--- src/rtl/agc_pkg.sv ---
// agc_pkg: shared types and the gain step/clamp rule for agc_controller.
package agc_pkg;

   typedef logic signed [7:0] gain_t;

   typedef enum logic [2:0] {
      ST_ACCUM,
      ST_EVAL,
      ST_REQ,
      ST_ACK,
      ST_HOLD
   } agc_state_t;

   // New gain for one channel from its window peak. Thresholds are exclusive,
   // so a peak equal to either threshold keeps the gain. 9-bit signed
   // arithmetic so that g +/- step cannot wrap before clamping.
   function automatic gain_t next_gain(input gain_t       g,
                                       input logic [31:0] p,
                                       input int unsigned low_range,
                                       input int unsigned high_range,
                                       input int          gain_min,
                                       input int          gain_max,
                                       input int          gain_step);
      logic signed [8:0] g9;
      logic signed [8:0] n9;
      logic signed [8:0] lim;
      g9  = {g[7], g};
      n9  = g9;
      lim = g9;
      if (p > high_range) begin
         n9  = g9 - 9'(gain_step);
         lim = 9'(gain_min);
         if (n9 < lim) n9 = lim;
      end else if (p < low_range) begin
         n9  = g9 + 9'(gain_step);
         lim = 9'(gain_max);
         if (n9 > lim) n9 = lim;
      end
      return gain_t'(n9[7:0]);
   endfunction

endpackage

--- src/rtl/agc_controller_if.sv ---
// agc_controller_if: ADC sample stream in, PGA gain-request handshake out.
// slave = controller side, master = environment side.
interface agc_controller_if
   import agc_pkg::*;
#(
   parameter int DW   = 16,
   parameter int N_CH = 2,
   parameter int CHW  = (N_CH > 1) ? $clog2(N_CH) : 1
);
   logic signed [DW-1:0] data_i;
   logic [CHW-1:0]       ch_i;
   logic                 valid_i;
   gain_t                gain_dB_o;
   logic [CHW-1:0]       gain_ch_o;
   logic                 set_gain_o;
   logic                 set_ready_i;
   logic                 busy_o;

   modport slave (
      input  data_i, ch_i, valid_i, set_ready_i,
      output gain_dB_o, gain_ch_o, set_gain_o, busy_o
   );

   modport master (
      output data_i, ch_i, valid_i, set_ready_i,
      input  gain_dB_o, gain_ch_o, set_gain_o, busy_o
   );
endinterface

--- src/rtl/agc_controller_peak_tracker.sv ---
// peak_tracker: saturating |sample| and one running-max register per channel.
// A synchronous clear takes priority over an update in the same cycle.
module peak_tracker #(
   parameter int DW   = 16,
   parameter int N_CH = 2,
   parameter int CHW  = (N_CH > 1) ? $clog2(N_CH) : 1
) (
   input  logic                     clk,
   input  logic                     rst,
   input  logic                     upd,
   input  logic                     clr,
   input  logic [CHW-1:0]           ch,
   input  logic [DW-1:0]            data,
   output logic [N_CH-1:0][DW-1:0]  peak
);
   localparam logic [DW-1:0] MOST_NEG = {1'b1, {(DW-1){1'b0}}};
   localparam logic [DW-1:0] MOST_POS = {1'b0, {(DW-1){1'b1}}};

   logic [DW-1:0] mag;

   // magnitude with the most negative code saturated to the most positive
   always_comb begin
      mag = data;
      if (data == MOST_NEG)  mag = MOST_POS;
      else if (data[DW-1])   mag = ~data + 1'b1;
   end

   // per-channel running maximum
   always_ff @(posedge clk or negedge rst) begin
      if (!rst) begin
         peak <= '0;
      end else if (clr) begin
         peak <= '0;
      end else if (upd) begin
         for (int unsigned i = 0; i < N_CH; i++) begin
            if (ch == CHW'(i) && mag > peak[i]) peak[i] <= mag;
         end
      end
   end
endmodule

--- src/rtl/agc_controller.sv ---
// agc_controller: per-channel peak tracking over a sample window, then one
// gain adjustment per channel issued over a valid/ready request handshake.
// Optional feature macro: AGC_HOLDOFF_EN (discard HOLDOFF samples after a
// pass that committed at least one gain change).
module agc_controller
   import agc_pkg::*;
#(
   parameter int DW         = 16,
   parameter int N_CH       = 2,
   parameter int WIN_LEN    = 1024,
   parameter int LOW_RANGE  = 2048,
   parameter int HIGH_RANGE = 24576,
   parameter int GAIN_MIN   = -6,
   parameter int GAIN_MAX   = 40,
   parameter int GAIN_INIT  = 0,
   parameter int GAIN_STEP  = 3,
   parameter int HOLDOFF    = 256
) (
   input  logic            clk,
   input  logic            rst,
   agc_controller_if.slave bus
);
   localparam int CHW     = (N_CH > 1) ? $clog2(N_CH) : 1;
   localparam int CNT_MAX = (WIN_LEN > HOLDOFF) ? WIN_LEN : HOLDOFF;
   localparam int CW      = $clog2(CNT_MAX + 1);

   agc_state_t              state_q, state_d;
   logic [CHW-1:0]          idx_q;
   logic [CW-1:0]           cnt_q;
   gain_t                   gain_q [N_CH];
   gain_t                   gain_dB_q;
   logic [CHW-1:0]          gain_ch_q;
   logic [N_CH-1:0][DW-1:0] peak;
   gain_t                   n_gain;
   logic acc, last, finish, busy, set_gain;
   logic cnt_inc, cnt_clr, idx_inc, idx_clr, load_req, commit;
`ifdef AGC_HOLDOFF_EN
   logic changed_q;
`endif

   assign acc  = bus.valid_i && (state_q == ST_ACCUM) && (32'(bus.ch_i) < 32'(N_CH));
   assign last = (32'(idx_q) == 32'(N_CH - 1));

   peak_tracker #(.DW(DW), .N_CH(N_CH), .CHW(CHW)) u_peak (
      .clk  (clk),
      .rst  (rst),
      .upd  (acc),
      .clr  (finish),
      .ch   (bus.ch_i),
      .data (bus.data_i),
      .peak (peak)
   );

   // proposed gain for the channel under evaluation
   always_comb begin
      n_gain = next_gain(gain_q[idx_q], 32'(peak[idx_q]), LOW_RANGE, HIGH_RANGE,
                         GAIN_MIN, GAIN_MAX, GAIN_STEP);
   end

   // state register
   always_ff @(posedge clk or negedge rst) begin
      if (!rst) state_q <= ST_ACCUM;
      else      state_q <= state_d;
   end

   // next state and datapath controls; ST_ACK is the idle cycle after a
   // handshake that lets set_gain_o drop before the next channel is evaluated
   always_comb begin
      state_d  = state_q;
      busy     = 1'b0;
      set_gain = 1'b0;
      cnt_inc  = 1'b0;
      cnt_clr  = 1'b0;
      idx_inc  = 1'b0;
      idx_clr  = 1'b0;
      load_req = 1'b0;
      commit   = 1'b0;
      finish   = 1'b0;
      case (state_q)
         ST_ACCUM: begin
            if (acc) begin
               if (cnt_q == CW'(WIN_LEN - 1)) begin
                  cnt_clr = 1'b1;
                  idx_clr = 1'b1;
                  state_d = ST_EVAL;
               end else begin
                  cnt_inc = 1'b1;
               end
            end
         end
         ST_EVAL: begin
            busy = 1'b1;
            if (n_gain != gain_q[idx_q]) begin
               load_req = 1'b1;
               state_d  = ST_REQ;
            end else if (last) begin
               finish = 1'b1;
            end else begin
               idx_inc = 1'b1;
            end
         end
         ST_REQ: begin
            busy     = 1'b1;
            set_gain = 1'b1;
            if (bus.set_ready_i) begin
               commit  = 1'b1;
               state_d = ST_ACK;
            end
         end
         ST_ACK: begin
            busy = 1'b1;
            if (last) begin
               finish = 1'b1;
            end else begin
               idx_inc = 1'b1;
               state_d = ST_EVAL;
            end
         end
`ifdef AGC_HOLDOFF_EN
         ST_HOLD: begin
            if (bus.valid_i) begin
               if (cnt_q == CW'(HOLDOFF - 1)) begin
                  cnt_clr = 1'b1;
                  state_d = ST_ACCUM;
               end else begin
                  cnt_inc = 1'b1;
               end
            end
         end
`endif
         default: state_d = ST_ACCUM;
      endcase
      if (finish) begin
`ifdef AGC_HOLDOFF_EN
         state_d = (changed_q && HOLDOFF > 0) ? ST_HOLD : ST_ACCUM;
`else
         state_d = ST_ACCUM;
`endif
      end
   end

   // counters, request registers and the committed gain register file
   always_ff @(posedge clk or negedge rst) begin
      if (!rst) begin
         idx_q     <= '0;
         cnt_q     <= '0;
         gain_dB_q <= gain_t'(GAIN_INIT);
         gain_ch_q <= '0;
         for (int unsigned i = 0; i < N_CH; i++) gain_q[i] <= gain_t'(GAIN_INIT);
`ifdef AGC_HOLDOFF_EN
         changed_q <= 1'b0;
`endif
      end else begin
         if (cnt_clr)      cnt_q <= '0;
         else if (cnt_inc) cnt_q <= cnt_q + 1'b1;
         if (idx_clr)      idx_q <= '0;
         else if (idx_inc) idx_q <= idx_q + 1'b1;
         if (load_req) begin
            gain_dB_q <= n_gain;
            gain_ch_q <= idx_q;
         end
         if (commit) gain_q[gain_ch_q] <= gain_dB_q;
`ifdef AGC_HOLDOFF_EN
         if (finish)      changed_q <= 1'b0;
         else if (commit) changed_q <= 1'b1;
`endif
      end
   end

   assign bus.set_gain_o = set_gain;
   assign bus.busy_o     = busy;
   assign bus.gain_dB_o  = gain_dB_q;
   assign bus.gain_ch_o  = gain_ch_q;
endmodule

--- src/flat_wrapper.sv ---
// flat-port wrapper written by rule: the top's interface ports become plain ports
module agc_controller_flat import agc_pkg::*;
#(
   parameter int DW         = 16,
   parameter int N_CH       = 2,
   parameter int WIN_LEN    = 1024,
   parameter int LOW_RANGE  = 2048,
   parameter int HIGH_RANGE = 24576,
   parameter int GAIN_MIN   = -6,
   parameter int GAIN_MAX   = 40,
   parameter int GAIN_INIT  = 0,
   parameter int GAIN_STEP  = 3,
   parameter int HOLDOFF    = 256
)
  (clk, rst, bus_data_i, bus_ch_i, bus_valid_i, bus_set_ready_i, bus_gain_dB_o, bus_gain_ch_o, bus_set_gain_o, bus_busy_o);
  agc_controller_if #(.DW(DW), .N_CH(N_CH)) bus_i ();
  input  logic clk;
  input  logic rst;
  input wire logic [$bits(bus_i.data_i)-1:0] bus_data_i;
  input wire logic [$bits(bus_i.ch_i)-1:0] bus_ch_i;
  input wire logic [$bits(bus_i.valid_i)-1:0] bus_valid_i;
  input wire logic [$bits(bus_i.set_ready_i)-1:0] bus_set_ready_i;
  output wire logic [$bits(bus_i.gain_dB_o)-1:0] bus_gain_dB_o;
  output wire logic [$bits(bus_i.gain_ch_o)-1:0] bus_gain_ch_o;
  output wire logic [$bits(bus_i.set_gain_o)-1:0] bus_set_gain_o;
  output wire logic [$bits(bus_i.busy_o)-1:0] bus_busy_o;
  assign bus_i.data_i = bus_data_i;
  assign bus_i.ch_i = bus_ch_i;
  assign bus_i.valid_i = bus_valid_i;
  assign bus_i.set_ready_i = bus_set_ready_i;
  assign bus_gain_dB_o = bus_i.gain_dB_o;
  assign bus_gain_ch_o = bus_i.gain_ch_o;
  assign bus_set_gain_o = bus_i.set_gain_o;
  assign bus_busy_o = bus_i.busy_o;
  agc_controller #(.DW(DW), .N_CH(N_CH), .WIN_LEN(WIN_LEN), .LOW_RANGE(LOW_RANGE), .HIGH_RANGE(HIGH_RANGE), .GAIN_MIN(GAIN_MIN), .GAIN_MAX(GAIN_MAX), .GAIN_INIT(GAIN_INIT), .GAIN_STEP(GAIN_STEP), .HOLDOFF(HOLDOFF)) u_core (.clk(clk), .rst(rst), .bus(bus_i));
endmodule
--- config.mk ---
export PLATFORM = sky130hd
export DESIGN_NAME = agc_controller_flat
export DESIGN_NICKNAME = d
export VERILOG_FILES = /design/src/rtl/agc_pkg.sv /design/src/rtl/agc_controller_if.sv /design/src/rtl/agc_controller_peak_tracker.sv /design/src/rtl/agc_controller.sv /design/src/flat_wrapper.sv
export SDC_FILE = /design/constraint.sdc
export NUM_CORES = 1
export LEC_CHECK = 0
export BUFFER_PORTS_ARGS = -buffer_cell sky130_fd_sc_hd__buf_2
export CAP_MARGIN = 20
export CELL_PAD_IN_SITES_DETAIL_PLACEMENT = 1
export CELL_PAD_IN_SITES_GLOBAL_PLACEMENT = 1
export CORE_AREA = 4 4 112 114
export CTS_CLUSTER_DIAMETER = 40
export CTS_CLUSTER_SIZE = 25
export DETAILED_ROUTE_END_ITERATION = 12
export DIE_AREA = 0 0 116 118
export PLACE_DENSITY_LB_ADDON = 0.1
export SLEW_MARGIN = 20
export SYNTH_ARGS = -nofsm -noshare
export SYNTH_HDL_FRONTEND = slang
export SYNTH_SLANG_ARGS = --single-unit
--- constraint.sdc ---
create_clock -name clk -period 5.06 [get_ports clk]
set_clock_uncertainty 0.15 [all_clocks]
set_input_delay 0.253 -clock clk [delete_from_list [all_inputs] [get_ports clk]]
set_output_delay 0.253 -clock clk [all_outputs]
set_load 0.02 [all_outputs]
# Word level (Yosys, flattened, before mapping)
# Index checks and enable logic that the tools add are counted.
# totals
regBits,72
in_bits,21
# op_classes
n_lt_le_gt_ge,10
reduce_logical,14
n_bitwise,4
eq_ne,11
n_mux,47
n_addsub,5
# ops
op,count
two-way mux 16 bit,6
two-way mux 32 bit,2
two-way mux 8 bit,8
greater-than comparator 16 bit,2
two-way mux 11 bit,2
two-way mux 1 bit,18
two-way mux 3 bit,6
"adder 16 x 1 -> 16 bit, second input constant",1
bitwise mux 16 bit,1
"== test 16 bit, second input constant",1
"greater-than comparator 16 x 15 -> 1 bit, second input constant",1
"< comparator 16 x 12 -> 1 bit, second input constant",1
NOT 16 bit,1
case mux 3 bit (4 select lines),1
"adder 11 x 1 -> 11 bit, second input constant",1
"== test 11 x 10 -> 1 bit, second input constant",1
nonzero test 2 bit,5
"adder 8 x 3 -> 9 bit, second input constant",1
"greater-than comparator 9 x 7 -> 1 bit, second input constant",1
"< comparator 9 x 4 -> 1 bit, second input constant",1
"subtractor 8 x 3 -> 9 bit, second input constant",1
demux 8 bit (select 1 bit),1
!= test 8 bit,1
"== test 3 x 2 -> 1 bit, second input constant",2
16 further kinds,25

# Longest topological paths before layout
# Gate-level depths: netlist of run 1.
# depth
ltp_word,14
ltp_mapped,22
ltp_nobuf,20

# Hierarchy
# Synthesis of run 1 repeated with hierarchy kept, for this count alone.
# hier_totals
cells_unflattened,605
hier_area_um2,5695.5
# modules_own_cells
mod,instances,area_per_inst_um2,cells_per_inst
agc_controller,1,3285.7,353
peak_tracker,1,2409.8,252

# Worst setup path after synthesis of run 1
# No wires, ideal clock.
# synth_timing
path_type,register to register
from,register u_core.idx_q
to,register u_core.state_q[0]
required_ps,4784
slack_ps,417
stages_incl_launch_ff,22
t_arrival_ps,4367
setup_ps,126
path_buffers,7
cell_sequence,dfrtp_1 > buf_4 > buf_6 > buf_4 > buf_4 > buf_2 > mux2i_1 > inv_1 > ha_1 > clkbuf_1 > xnor2_1 > a32oi_1 > or4b_1 > and4_1 > a41oi_2 > o21a_1 > o2111ai_1 > a311oi_2 > a41o_1 > buf_4 > nor4_1 > a311o_1
# synth_via
elab_chain_cells,14
elab_cells_between_ends,27
classes_between,add/sub (2); order compare (4); eq/ne (6); mux (13); bitwise (1); reduce/logical (1)
# synth_lines
element,line_no,source
"start, declared",agc_controller.sv:28,logic [CHW-1:0] idx_q;
"start signal, assigned",agc_controller.sv:157,else if (idx_inc) idx_q <= idx_q + 1'b1;
NOT 1 -> 2 bit (not written as such),"agc_controller.sv:56, agc_controller.sv:93",
two-way mux 8 bit (not written as such) (3 in series),"agc_controller.sv:56, agc_controller.sv:93",
adder 8 x 3 -> 9 bit,agc_pkg.sv:35,n9 = g9 + 9'(gain_step);
greater-than comparator 9 x 7 -> 1 bit,agc_pkg.sv:37,if (n9 > lim) n9 = lim;
two-way mux 8 bit,agc_pkg.sv:37,
two-way mux 8 bit,agc_pkg.sv:34,end else if (p < low_range) begin
two-way mux 8 bit,agc_pkg.sv:30,if (p > high_range) begin
!= test 8 bit,agc_controller.sv:93,if (n_gain != gain_q[idx_q]) begin
two-way mux 1 bit,agc_controller.sv:93,
case mux 1 bit (2 select lines),agc_controller.sv:79,case (state_q)
!= test 3 x 1 -> 1 bit (no line) (tied with other cells),n/a,
AND reduction 5 bit (no line),n/a,
"end signal, assigned",agc_controller.sv:63,else state_q <= state_d;
"end, declared",agc_controller.sv:27,"agc_state_t state_q, state_d;"
# Parallel ways exist; a longest one is shown, timed or not. The select of a mux whose other input is x is not followed.
# A chain may end at the register's enable or synchronous reset.

# Final worst setup path of run 1
# layout_timing
from,input port bus_data_i[0]
to,register u_core.u_peak.peak[3] (netlist bit)
# layout_via
elab_chain_cells,8
elab_cells_between_ends,12
classes_between,add/sub (1); order compare (1); eq/ne (1); mux (5); bitwise (1); reduce/logical (3)
# layout_lines
element,line_no,source
"start, declared",flat_wrapper.sv:19,input wire logic [$bits(bus_i.data_i)-1:0] bus_data_i;
NOT 16 bit,agc_controller_peak_tracker.sv:25,else if (data[DW-1]) mag = ~data + 1'b1;
adder 16 x 1 -> 16 bit,agc_controller_peak_tracker.sv:25,
two-way mux 16 bit,agc_controller_peak_tracker.sv:25,
two-way mux 16 bit (*),agc_controller_peak_tracker.sv:24,if (data == MOST_NEG) mag = MOST_POS;
greater-than comparator 16 bit,agc_controller_peak_tracker.sv:36,if (ch == CHW'(i) && mag > peak[i]) peak[i] <= mag;
logical AND 1 bit,agc_controller_peak_tracker.sv:36,
nonzero test 2 bit (no line),n/a,
AND reduction 2 bit (no line),n/a,
"end signal, assigned",agc_controller_peak_tracker.sv:31,peak <= '0;
"end signal, assigned",agc_controller_peak_tracker.sv:33,peak <= '0;
"end, declared",agc_controller_peak_tracker.sv:14,output logic [N_CH-1:0][DW-1:0] peak
# Mark *: on every way between the ends. The rest lies on a longest branch, timed or not. The select of a mux whose other input is x is not followed.

==> flow_summary.json, run 1 <==
{
  "status": "finished with violations",
  "violations": "hold timing",
  "synth-edff-count": 0,
  "yosysSeqAreaShare": 0.329,
  "leakage_nw": 2.75,
  "grt_util_met2": 0.406,
  "crit_type": "primary input to flip-flop",
  "layout-drive-gt1-share": 0.146,
  "setup-tns-final_ps": 0,
  "cts_buffer_depth": 2,
  "layout_worst_path_cycle_share": 0.890,
  "post-route-util": 0.531,
  "grt_pass1_vias": 5078,
  "gr-usage-met1": 0.297,
  "worst_ep_arrival_time_ps": 4600,
  "ir_worst_vdd_mv": 0.309,
  "grt_max_degree": 72,
  "synthesis.nets": 685,
  "final_cell_mix": "dfrtp_1 (71), nand2_1 (54), inv_1 (52), nor2_1 (50), ha_1 (42)",
  "avgRoutedWirePerCell_um": 19.6,
  "ys_ff_latch": 71,
  "cellPowerDensity_mw_per_mm2": 577,
  "antennaDiodeCount": 0,
  "track_usage": 0.238,
  "fin_crit_ps": 4500,
  "clock-sinks": 71,
  "gr-usage-met3": 0.0473,
  "avgSynthCellArea_um2": 8.69,
  "crit_buf_inv": 4,
  "cts_root_buf": "clkbuf_16",
  "crit_slowest_cell": "or4_1",
  "ys_warn_count": 0,
  "critPathMaxStageDelay_ps": 380,
  "maxSlewViolCount": 0,
  "tightest_slew_ps": 938,
  "initial_core_util": 0.473,
  "grt-ovfl-total": 0,
  "crit_required_ps": 5150,
  "first_pass_iters": 4,
  "rsz0062_at_grt": "false",
  "numCtsBuffers": 9,
  "area_growth_pct": 12.3,
  "hold_path.class": "primary input to async pin",
  "port_buffers": 31,
  "top_usage_layer": "met2",
  "cts_tree": "yes",
  "core_mm2": 0.0114,
  "route.detailed.drc": 0,
  "antenna_found_initial": 0,
  "critPathLaunchType": "primary input",
  "final_common_cell": "dfrtp_1",
  "syn_inst": 622,
  "fin_hold_ws_ps": -32.0,
  "cts_max_level": 3,
  "synthFlopType": "dfrtp_1",
  "cts_resized": 0,
  "setup_viol": 0,
  "nFillCells": 1371,
  "max-slew-margin-rel": 0.370,
  "holdBufCountCts": 0,
  "post_cts_buffers": 0,
  "syn_area_mm2": 0.00540,
  "async_flop_share": 1.00,
  "finalNetCount": 716,
  "gp_congestion": 0.943,
  "clk_latency_ps": 340,
  "worstSetupEndpointType": "flip-flop",
  "die_h_um": 118,
  "dp_hpwl_um": 11900,
  "detail_route.iter0.violations": 235,
  "ant_nets": 0,
  "die_width_um": 116,
  "rows": 39,
  "grt_first_pass_wirelength_um": 25800,
  "maxCapViolCount": 0,
  "path_delay_family": "simple AND/OR/NAND/NOR gates",
  "max_freq_mhz": 222,
  "finalHoldViolCount": 15,
  "path_max_fanout": 14,
  "path_common_cell": "nand2b_1",
  "routed_wl_um": 15700,
  "viasPerCell": 6.03,
  "crit_chain": "buf_2, inv_1, ha_1, nand2_1, or3_1, nand2b_1, nand2b_1, buf_4, nand2_1, nor2_1, a31oi_1, ha_1, a21o_1, a21o_1, a21oi_1, nor2b_1, o21ai_0, nand2b_1, a221oi_1, or4_1, buf_4, nor2_1, a211oi_1",
  "clk_pin_slew_ps": 60,
  "synth_cell_types": 73,
  "dieArea_mm2": 0.0137,
  "io_pins": 32,
  "num_vias": 4834
}
[cells by family (layout without fill, tap and decap cells)]
family / after synthesis / after routing / share of synthesized area
AOI/OAI and AO/OA: 165 / 165 / 0.215
xor gates and xnor gates: 23 / 23 / 0.0373
adders and majority gates: 42 / 42 / 0.0972
buffers and inverters: 78 / 114 / 0.0600
DFF: 71 / 71 / 0.329
muxes: 33 / 33 / 0.0665
and+or+nand+nor: 210 / 210 / 0.195
[through the flow]
stage | power (mW) | hold slack [ps] | worst slack, ps | instances | instance area (um2)
finish | 3.50 | -32.0 | 555 | 801 | 6070
global route | 3.76 | 41.5 | 249 | 801 | 6070
detailed placement | 2.74 | 341 | 219 | 785 | 5720
floorplan | 2.21 | -193 | 417 | 622 | 5400
CTS | 3.51 | 8.01 | 578 | 801 | 6070
global placement | 2.67 | 336 | 480 | 785 | 5720
[registers in the layout, summed over array words and instances, names as in the netlist]
| register | count |
|---|---|
| u_core.state_q | 2 |
| u_core.cnt_q | 11 |
| u_core.u_peak.peak | 32 |
| u_core.gain_q | 16 |
| u_core.bus.gain_dB_o | 8 |
| u_core.bus.gain_ch_o | 1 |
| u_core.idx_q | 1 |
[power by group]
part           switching (mW)  internal (mW)
Combinational            1.11          0.717
Sequential              0.188          0.742
Clock                   0.260          0.483
Total                    1.56           1.94
[final cells by class]
class / instances / area (um2) / share of cell area
multi-input combinational: 473 / 3300 / 0.544
sequential: 71 / 1780 / 0.293
timing repair buffer: 46 / 268 / 0.0441
clock buffer: 9 / 225 / 0.0371
inverter: 52 / 195 / 0.0322
tap: 143 / 179 / 0.0295
clock inverter: 7 / 121 / 0.0200
[metal layers]
layer	vias up	routed length [um]
met4	0	293
li1	2336	-
met5	-	0
met3	24	434
met1	2395	6970
met2	79	7990
[cells in the mapped netlist (4+ instances only)]
| cell | count | share of area |
|---|---|---|
| o21ai_0 | 27 | 0.025 |
| o221ai_1 | 5 | 0.0081 |
| o21a_1 | 5 | 0.0069 |
| nor4_1 | 8 | 0.0093 |
| inv_1 | 52 | 0.036 |
| a21o_1 | 14 | 0.019 |
| a211oi_1 | 25 | 0.035 |
| xnor2_1 | 9 | 0.015 |
| ha_1 | 42 | 0.097 |
| xor2_1 | 14 | 0.023 |
| mux2i_1 | 12 | 0.022 |
| a22o_1 | 4 | 0.0065 |
| nand3_1 | 15 | 0.014 |
| dfrtp_1 | 71 | 0.33 |
| nor3_1 | 29 | 0.027 |
| or3_1 | 4 | 0.0046 |
| buf_4 | 4 | 0.0056 |
| nand2_1 | 54 | 0.038 |
| mux2_2 | 20 | 0.042 |
| a31oi_1 | 7 | 0.0081 |
| clkbuf_1 | 12 | 0.0083 |
| o31ai_1 | 6 | 0.0083 |
| a21oi_1 | 31 | 0.029 |
| nor2b_1 | 5 | 0.0058 |
| buf_2 | 7 | 0.0065 |
| o211ai_1 | 7 | 0.0097 |
| nor2_1 | 50 | 0.035 |
| nand4_1 | 12 | 0.014 |
| nand2b_1 | 8 | 0.0093 |
[final timing paths]
check | from | end | slack (ps) | cells past startpoint
max in group asynchronous | rst | u_core.bus.gain_ch_o | 4150 | 2
min reg2reg | u_core.cnt_q[4] | u_core.cnt_q[4] | 350 | 1
min | rst | u_core.gain_q[0] | -30 | 2
max reg2reg | u_core.idx_q | u_core.u_peak.peak[24] | 680 | 15
max | bus_data_i[0] | u_core.u_peak.peak[3] | 560 | 23
min in group clk | bus_data_i[0] | u_core.u_peak.peak[0] | 190 | 5
Note: power is estimated with default switching activity, not from simulation.
==> run 2, diff against run 1 <==
--- a/config.mk
+++ b/config.mk
@@ -9,11 +9,11 @@
 export CAP_MARGIN = 20
 export CELL_PAD_IN_SITES_DETAIL_PLACEMENT = 1
 export CELL_PAD_IN_SITES_GLOBAL_PLACEMENT = 1
-export CORE_AREA = 4 4 112 114
+export CORE_AREA = 4 4 130 132
 export CTS_CLUSTER_DIAMETER = 40
 export CTS_CLUSTER_SIZE = 25
 export DETAILED_ROUTE_END_ITERATION = 12
-export DIE_AREA = 0 0 116 118
+export DIE_AREA = 0 0 134 136
 export PLACE_DENSITY_LB_ADDON = 0.1
 export SLEW_MARGIN = 20
 export SYNTH_ARGS = -nofsm -noshare
==> run 2 against run 1 <==
The run now ends clean. Clock-buffer cell count is 2 higher. Via count is 0.70% lower. Non-clock buffer count is 2 higher. Cell count is 9.4% higher. Global-route usage is 5.7 points lower. Critical path type unchanged. Critical endpoint is now u_core.u_peak.peak[13]. Largest power group unchanged.
==> flow_summary.json, run 2 (synthesized netlist as in run 1, its figures left out) <==
{
  "viasPerCell": 5.48,
  "dp_hpwl_um": 12400,
  "route.detailed.drc": 0,
  "maxSlewViolCount": 0,
  "critPathMaxStageDelay_ps": 450,
  "rows": 46,
  "crit_type": "primary input to flip-flop",
  "finalNetCount": 718,
  "crit_chain": "buf_2, inv_1, ha_1, nand2_1, or3_1, nand2b_1, nand2b_1, buf_4, nand2_1, nor2_1, a31oi_1, ha_1, a21o_1, a21o_1, a21oi_1, nor2b_1, o21ai_0, nand2b_1, a221oi_1, or4_1, buf_4, nor2_1, a211oi_1",
  "final_common_cell": "dfrtp_1",
  "maxCapViolCount": 0,
  "fin_crit_ps": 4550,
  "path_common_cell": "nand2b_1",
  "max_freq_mhz": 220,
  "finalPower_mw": 3.48,
  "io_pins": 32,
  "die_h_um": 136,
  "setup_viol": 0,
  "first_pass_iters": 4,
  "tightest_slew_ps": 1060,
  "finalHoldViolCount": 0,
  "dieArea_mm2": 0.0182,
  "antenna_found_initial": 0,
  "area_growth_pct": 14.4,
  "grt_first_pass_wirelength_um": 26100,
  "cts_resized": 0,
  "setup-tns-final_ps": 0,
  "port_buffers": 31,
  "dp_slack_ps": 205,
  "layout_worst_path_cycle_share": 0.899,
  "cts_buffer_depth": 2,
  "initial_core_util": 0.344,
  "max-slew-margin-rel": 0.287,
  "cts_max_level": 3,
  "fin_ws_ps": 510,
  "final_cell_mix": "dfrtp_1 (70), nand2_1 (54), inv_1 (52), nor2_1 (50), ha_1 (42)",
  "reg_top3": "u_core.u_peak.peak: 32 flops, u_core.gain_q: 16 flops, u_core.cnt_q: 11 flops",
  "gp_congestion": 0.900,
  "grt_max_degree": 72,
  "crit_slowest_cell": "a31oi_1",
  "rsz0062_at_grt": "false",
  "routed_wl_um": 16000,
  "numCtsBuffers": 9,
  "fin_hold_ws_ps": 236,
  "clk_pin_slew_ps": 60,
  "worst_ep_arrival_time_ps": 4630,
  "crit_required_ps": 5140,
  "hold_path.class": "primary input to flip-flop",
  "ant_nets": 0,
  "antennaDiodeCount": 0,
  "path_delay_family": "compound AO/OA/AOI/OAI gates",
  "leakage_nw": 2.75,
  "clock-sinks": 71,
  "grt-ovfl-total": 0,
  "detail_route.iter0.violations": 176,
  "clk_latency_ps": 340,
  "critPathLaunchType": "primary input",
  "num_vias": 4800,
  "die_width_um": 134,
  "grt_pass1_vias": 4913,
  "crit_buf_inv": 4,
  "post-route-util": 0.393,
  "cts_root_buf": "clkbuf_16",
  "cellPowerDensity_mw_per_mm2": 563,
  "ir_worst_vdd_mv": 0.206,
  "worstSetupEndpointType": "flip-flop",
  "track_usage": 0.181,
  "layout-drive-gt1-share": 0.147,
  "cts_tree": "yes",
  "regMostFlops": "u_core.u_peak.peak",
  "core_mm2": 0.0157,
  "avgRoutedWirePerCell_um": 18.3,
  "path_max_fanout": 28,
  "status": "complete, no violations",
  "largest_reg_flops": 32
}
run 2: changes by cell type in the layout (fill, tap and decap cells not counted), sizes merged:
cell / before / now
clkbuf: 9 / 11
dlygate4sd3: 0 / 1
buf: 46 / 47
clkinvlp: 0 / 2
clkinv: 4 / 0
run 2: final timing paths:
kind / startpoint / to / slack, ps / cells past startpoint
worst max-delay path: bus_data_i[0] / u_core.u_peak.peak[13] / 510 / 23
min in group asynchronous: rst / u_core.gain_q[1] / 440 / 2
max in group asynchronous: rst / u_core.idx_q / 3630 / 2
worst min-delay path: bus_valid_i / u_core.state_q[1] / 240 / 3
worst min register to register: u_core.cnt_q[8] / u_core.cnt_q[8] / 350 / 1
worst max register to register: u_core.idx_q / u_core.u_peak.peak[16] / 730 / 12
run 2: what timing repair did:
action / in CTS / in global routing
hold buffers: 1 / 0
hold endpoints to repair: 71 / 0
setup buffers: 0 / 0
run 2: layout make-up:
| class | instances | area (um2) |
|---|---|---|
| Fill cell | 1869 | 9530 |
| Clock buffer | 11 | 243 |
| Timing Repair Buffer | 48 | 288 |
| Clock inverter | 5 | 105 |
| Sequential cell | 71 | 1780 |
| Inverter | 52 | 195 |
| Multi-Input combinational cell | 473 | 3300 |
| Tap cell | 216 | 270 |
run 2: per-layer routing:
layer	wire (um)	global-route usage
met1	7280	0.228
met2	7990	0.315
met5	0	0
met4	395	0.0623
met3	360	0.0292
run 2: stage by stage:
step	area [um2]	instances
6_report	6180	876
5_1_grt	6180	876
4_1_cts	6180	876
3_5_place_dp	5820	859
3_3_place_gp	5820	859
2_1_floorplan	5400	622
run 2: worst reg2reg max path, stage by stage (launching register included):
cell,delay [ps]
dfrtp_2,440
buf_4,370
mux2i_2,570
o211ai_1,310
o21ai_2,330
and4_1,280
a41oi_2,70
o41ai_1,290
o2111ai_1,180
a311oi_2,410
a41o_1,310
buf_4,360
nor3_1,140
run 2: where the power goes:
group          internal, mW  switching (mW)  total (mW)  leakage, nW
clock network         0.495           0.251       0.746        0.162
logic                 0.714            1.09        1.80         1.67
registers             0.742           0.189       0.931        0.922
total                  1.95            1.53        3.48         2.75
